[src/rtl/pipe_stage_reg.sv]
// pipe_stage_reg: parametrised pipeline stage register with valid/ready
// handshake and a 2-entry skid buffer (main + skid). in_ready and out_valid
// are registered, so there is no combinational path from out_ready to in_ready.
// Optional feature macro: PIPE_PERF_CNT_EN builds saturating stall/flush
// performance counters; without it stall_cnt and flush_cnt are tied to zero.
module pipe_stage_reg #(
   parameter int                DATA_W    = 64,
   parameter logic [DATA_W-1:0] FLUSH_VAL = {DATA_W{1'b0}},
   parameter int                CNT_W     = 16
) (
   input  logic              clk,
   input  logic              reset,
   input  logic              in_valid,
   output logic              in_ready,
   input  logic [DATA_W-1:0] in_data,
   input  logic              flush,
   output logic              out_valid,
   input  logic              out_ready,
   output logic [DATA_W-1:0] out_data,
   output logic [CNT_W-1:0]  stall_cnt,
   output logic [CNT_W-1:0]  flush_cnt
);

   typedef enum logic [1:0] {
      ST_EMPTY = 2'd0,
      ST_ONE   = 2'd1,
      ST_FULL  = 2'd2
   } state_t;

   state_t            state_q, state_d;
   logic [DATA_W-1:0] main_q, main_d;
   logic [DATA_W-1:0] skid_q, skid_d;
   logic              out_valid_q;
   logic              in_ready_q;
   logic              accept_s;
   logic              take_s;

   assign accept_s  = in_valid && in_ready_q;
   assign take_s    = out_valid_q && out_ready;

   assign in_ready  = in_ready_q;
   assign out_valid = out_valid_q;
   assign out_data  = main_q;

   // Next-state and payload selection; flush squashes everything held.
   always_comb begin
      state_d = state_q;
      main_d  = main_q;
      skid_d  = skid_q;
      if (flush) begin
         state_d = ST_EMPTY;
         main_d  = FLUSH_VAL;
         skid_d  = FLUSH_VAL;
      end else begin
         case (state_q)
            ST_EMPTY: begin
               if (accept_s) begin
                  state_d = ST_ONE;
                  main_d  = in_data;
               end else begin
                  state_d = ST_EMPTY;
               end
            end
            ST_ONE: begin
               if (accept_s && take_s) begin
                  main_d = in_data;
               end else if (accept_s) begin
                  state_d = ST_FULL;
                  skid_d  = in_data;
               end else if (take_s) begin
                  state_d = ST_EMPTY;
               end else begin
                  state_d = ST_ONE;
               end
            end
            ST_FULL: begin
               // in_ready is low here, so only a take can move the state;
               // the older main entry leaves first and skid moves up.
               if (take_s) begin
                  state_d = ST_ONE;
                  main_d  = skid_q;
               end else begin
                  state_d = ST_FULL;
               end
            end
            default: begin
               state_d = ST_EMPTY;
               main_d  = FLUSH_VAL;
               skid_d  = FLUSH_VAL;
            end
         endcase
      end
   end

   // State, payload and registered handshake outputs derived from next state.
   always_ff @(posedge clk) begin
      if (reset) begin
         state_q     <= ST_EMPTY;
         main_q      <= FLUSH_VAL;
         skid_q      <= FLUSH_VAL;
         out_valid_q <= 1'b0;
         in_ready_q  <= 1'b1;
      end else begin
         state_q     <= state_d;
         main_q      <= main_d;
         skid_q      <= skid_d;
         out_valid_q <= (state_d != ST_EMPTY);
         in_ready_q  <= (state_d != ST_FULL);
      end
   end

`ifdef PIPE_PERF_CNT_EN
   logic [CNT_W-1:0] stall_cnt_q;
   logic [CNT_W-1:0] flush_cnt_q;

   // Saturating counters: stalled cycles and flushes that squashed data.
   always_ff @(posedge clk) begin
      if (reset) begin
         stall_cnt_q <= {CNT_W{1'b0}};
         flush_cnt_q <= {CNT_W{1'b0}};
      end else begin
         if (out_valid_q && !out_ready && (stall_cnt_q != {CNT_W{1'b1}})) begin
            stall_cnt_q <= stall_cnt_q + {{(CNT_W-1){1'b0}}, 1'b1};
         end else begin
            stall_cnt_q <= stall_cnt_q;
         end
         if (flush && (state_q != ST_EMPTY) && (flush_cnt_q != {CNT_W{1'b1}})) begin
            flush_cnt_q <= flush_cnt_q + {{(CNT_W-1){1'b0}}, 1'b1};
         end else begin
            flush_cnt_q <= flush_cnt_q;
         end
      end
   end

   assign stall_cnt = stall_cnt_q;
   assign flush_cnt = flush_cnt_q;
`else
   assign stall_cnt = {CNT_W{1'b0}};
   assign flush_cnt = {CNT_W{1'b0}};
`endif

endmodule
[config.mk]
export PLATFORM = sky130hd
export DESIGN_NAME = pipe_stage_reg
export DESIGN_NICKNAME = d
export VERILOG_FILES = /design/src/rtl/pipe_stage_reg.sv
export SDC_FILE = /design/constraint.sdc
export NUM_CORES = 1
export LEC_CHECK = 0
export ABC_AREA = 1
export CELL_PAD_IN_SITES_DETAIL_PLACEMENT = 1
export CELL_PAD_IN_SITES_GLOBAL_PLACEMENT = 1
export CORE_MARGIN = 1
export CORE_UTILIZATION = 37
export CTS_CLUSTER_SIZE = 28
export DETAILED_ROUTE_END_ITERATION = 8
export PLACE_DENSITY = 0.95
export SYNTH_ARGS = -nofsm -noshare
export SYNTH_HDL_FRONTEND = slang
export SYNTH_SLANG_ARGS = --single-unit
[constraint.sdc]
create_clock -name clk -period 2.2 [get_ports clk]
set_input_delay 0.44 -clock clk [delete_from_list [all_inputs] [get_ports clk]]
set_output_delay 0.44 -clock clk [all_outputs]
set_load 0.005 [all_outputs]
==> flow_summary.json <==
{
  "start_kind": "flip-flop",
  "synthToLayoutAreaGrowth_pct": 29.01,
  "finalSetupTns_ns": 0,
  "ctsResizeCount": 0,
  "via_per_inst": 5.380,
  "p_leak_nw": 3.552,
  "crit_path_top_delay_cell": "clkdlybuf4s50_1",
  "drt_iter0_markers": 499,
  "crit_type": "flip-flop to primary output",
  "final_area_um2": 8618,
  "diodes": 0,
  "gp_congestion": 0.7461,
  "final_cell_mix": "nand2_1, nand3_1, clkdlybuf4s50_1",
  "clk_pin_slew_ns": 0.06,
  "critPathMaxFanout": 2,
  "synth_area_leaders": "dfxtp_1, nand3_1, nand2_1",
  "yosys.area.top_type": "dfxtp_1",
  "maxCapViolCount": 0,
  "nets": 1138,
  "clock-sinks": 132,
  "drive_above_1_share_pct": 5.185,
  "grt_use_total_pct": 24.01,
  "setup_viol": 0,
  "hp-class": "flip-flop to flip-flop",
  "grt_max_degree": 116,
  "worstSetupEndpointType": "primary output",
  "r2r_slack_ns": 0.66,
  "ir_drop_mv": 0.7276,
  "period_needed_ns": 1.787,
  "die_h_um": 136.4,
  "max_freq_mhz": 559.8,
  "start_util_pct": 38.22,
  "numCtsBuffers": 17,
  "arrival_ns": 1.35,
  "port_buffers": 134,
  "hold_viol": 0,
  "dieArea_um2": 18600,
  "tightest_slew_ns": 0.5071,
  "antenna_found_initial": 0,
  "cts.htree.levels": 4,
  "yosysTopAreaCellShare_pct": 39.56,
  "grt_pass1_wl_mm": 35.05,
  "synth_seq_cells": 132,
  "slew_headroom_pct": 66.19,
  "worstReg2RegStart": "state_q[1]",
  "die_x_um": 136.4,
  "fin_crit_sh_pct": 81.20,
  "crit_path_start": "out_data[13]",
  "holdCritStartpoint": "skid_q[22]",
  "ys_seq_area_share_pct": 39.56,
  "first_global_vias": 6964,
  "rsz0062_at_grt": "false",
  "outcome": "completed",
  "rows": 48,
  "routed_wl_mm": 21.69,
  "synth.avg_cell_area_um2": 6.720,
  "placed_area_um2": 8039,
  "drtPass1Iterations": 4,
  "post-cts-setup-buffer-count": 0,
  "dpl.hpwl_mm": 13.16,
  "netlist_instances": 994,
  "hold_buffers": 0,
  "yosys.cell_types.count": 15,
  "final_common_cell": "nand2_1",
  "grt-ovfl-total": 0,
  "io_pins": 167,
  "power_density_nw_per_um2": 715.6,
  "clockBufferDepth": 2,
  "detail_route.wl_per_cell_um": 16.62,
  "ant_nets": 0,
  "crit_buf_inv": 1,
  "cts_tree": "done",
  "ys_warn_count": 0,
  "netlist_area_um2": 6680,
  "cp.required_ns": 1.76,
  "path_delay_family": "buffers and inverters",
  "drc": 0,
  "max_stage_delay_ns": 0.52,
  "clock_latency_ns": 0.42,
  "fin_skew_ns": 0.007934,
  "core_area_um2": 17480,
  "path_cells": "clkdlybuf4s50_1",
  "root_buffer": "clkbuf_16",
  "vias": 7021,
  "slew_violations": 0
}
-- sequential cells by signal, indices dropped and copies added, names as in the netlist --
| name | count |
|---|---|
| out_valid | 1 |
| skid_q | 64 |
| out_data | 64 |
| state_q | 2 |
| in_ready | 1 |
-- cells in the mapped netlist, drive strengths merged --
cell	count
o21ai	1
buf	110
conb	1
dfxtp	132
nand2	203
nand4	64
inv	72
nor2	68
nand3	195
a21oi	129
clkbuf	19
-- cell families after synthesis --
| logic type | synth area share (%) |
|---|---|
| buffers and inverters | 14.78 |
| other | 0.05614 |
| and+or+nand+nor | 35.87 |
| AOI/OAI and AO/OA | 9.740 |
| DFF | 39.56 |
-- power by group --
group          switching [mW]  internal (mW)  total (mW)
clock network            1.03           1.80        2.83
registers              0.0462           2.47        2.51
logic                   0.443          0.381       0.824
total                    1.52           4.65        6.17
-- final cells by class --
| cell class | instances | area, um^2 |
|---|---|---|
| fillers | 2234 | 8859 |
| repair buffers | 154 | 1642 |
| clock buffers | 26 | 509.2 |
| clock inverters | 4 | 70.07 |
| flip-flops and latches | 132 | 2644 |
| multi-input cells | 692 | 3199 |
| inverters | 72 | 272.8 |
| well taps | 225 | 281.5 |
-- final timing paths --
path | cells past startpoint | end
worst max-delay path | 1 | out_data[13]
worst min-delay path | 2 | skid_q[22]
worst max register to register | 6 | out_data[13]
worst min register to register | 2 | skid_q[22]
-- worst min-delay path, cell delays in order (launching register included) --
cell and delay (ns):
dfxtp_1 0.31, nand3_1 0.07, a21oi_1 0.05
-- through the flow --
step                      std cells  setup slack (ns)  hold WS [ns]  power [mW]  utilization, %
after floorplan                1025            0.9059        0.4580       3.009               -
final                          1305            0.4135        0.4843       6.168           49.31
after global placement         1275            0.2646        0.4669       3.350           46.00
after CTS                      1305            0.3899        0.4848       6.210           49.31
after global routing           1305            0.3707        0.4974       6.399           49.31
after detailed placement       1275            0.2647        0.4767       3.377           46.00
-- per-layer routing --
| metal | track usage (%) | vias up | wire (um) | share of wire [%] |
|---|---|---|---|---|
| met5 | 0 | - | 0 | 0 |
| met4 | 10.93 | 0 | 676 | 3.1 |
| met3 | 4.661 | 45 | 841 | 3.9 |
| met2 | 43.23 | 185 | 11250 | 52 |
| met1 | 27.13 | 3417 | 8919 | 41 |
| li1 | - | 3374 | - | - |
Power figures use the tool's default switching activity.
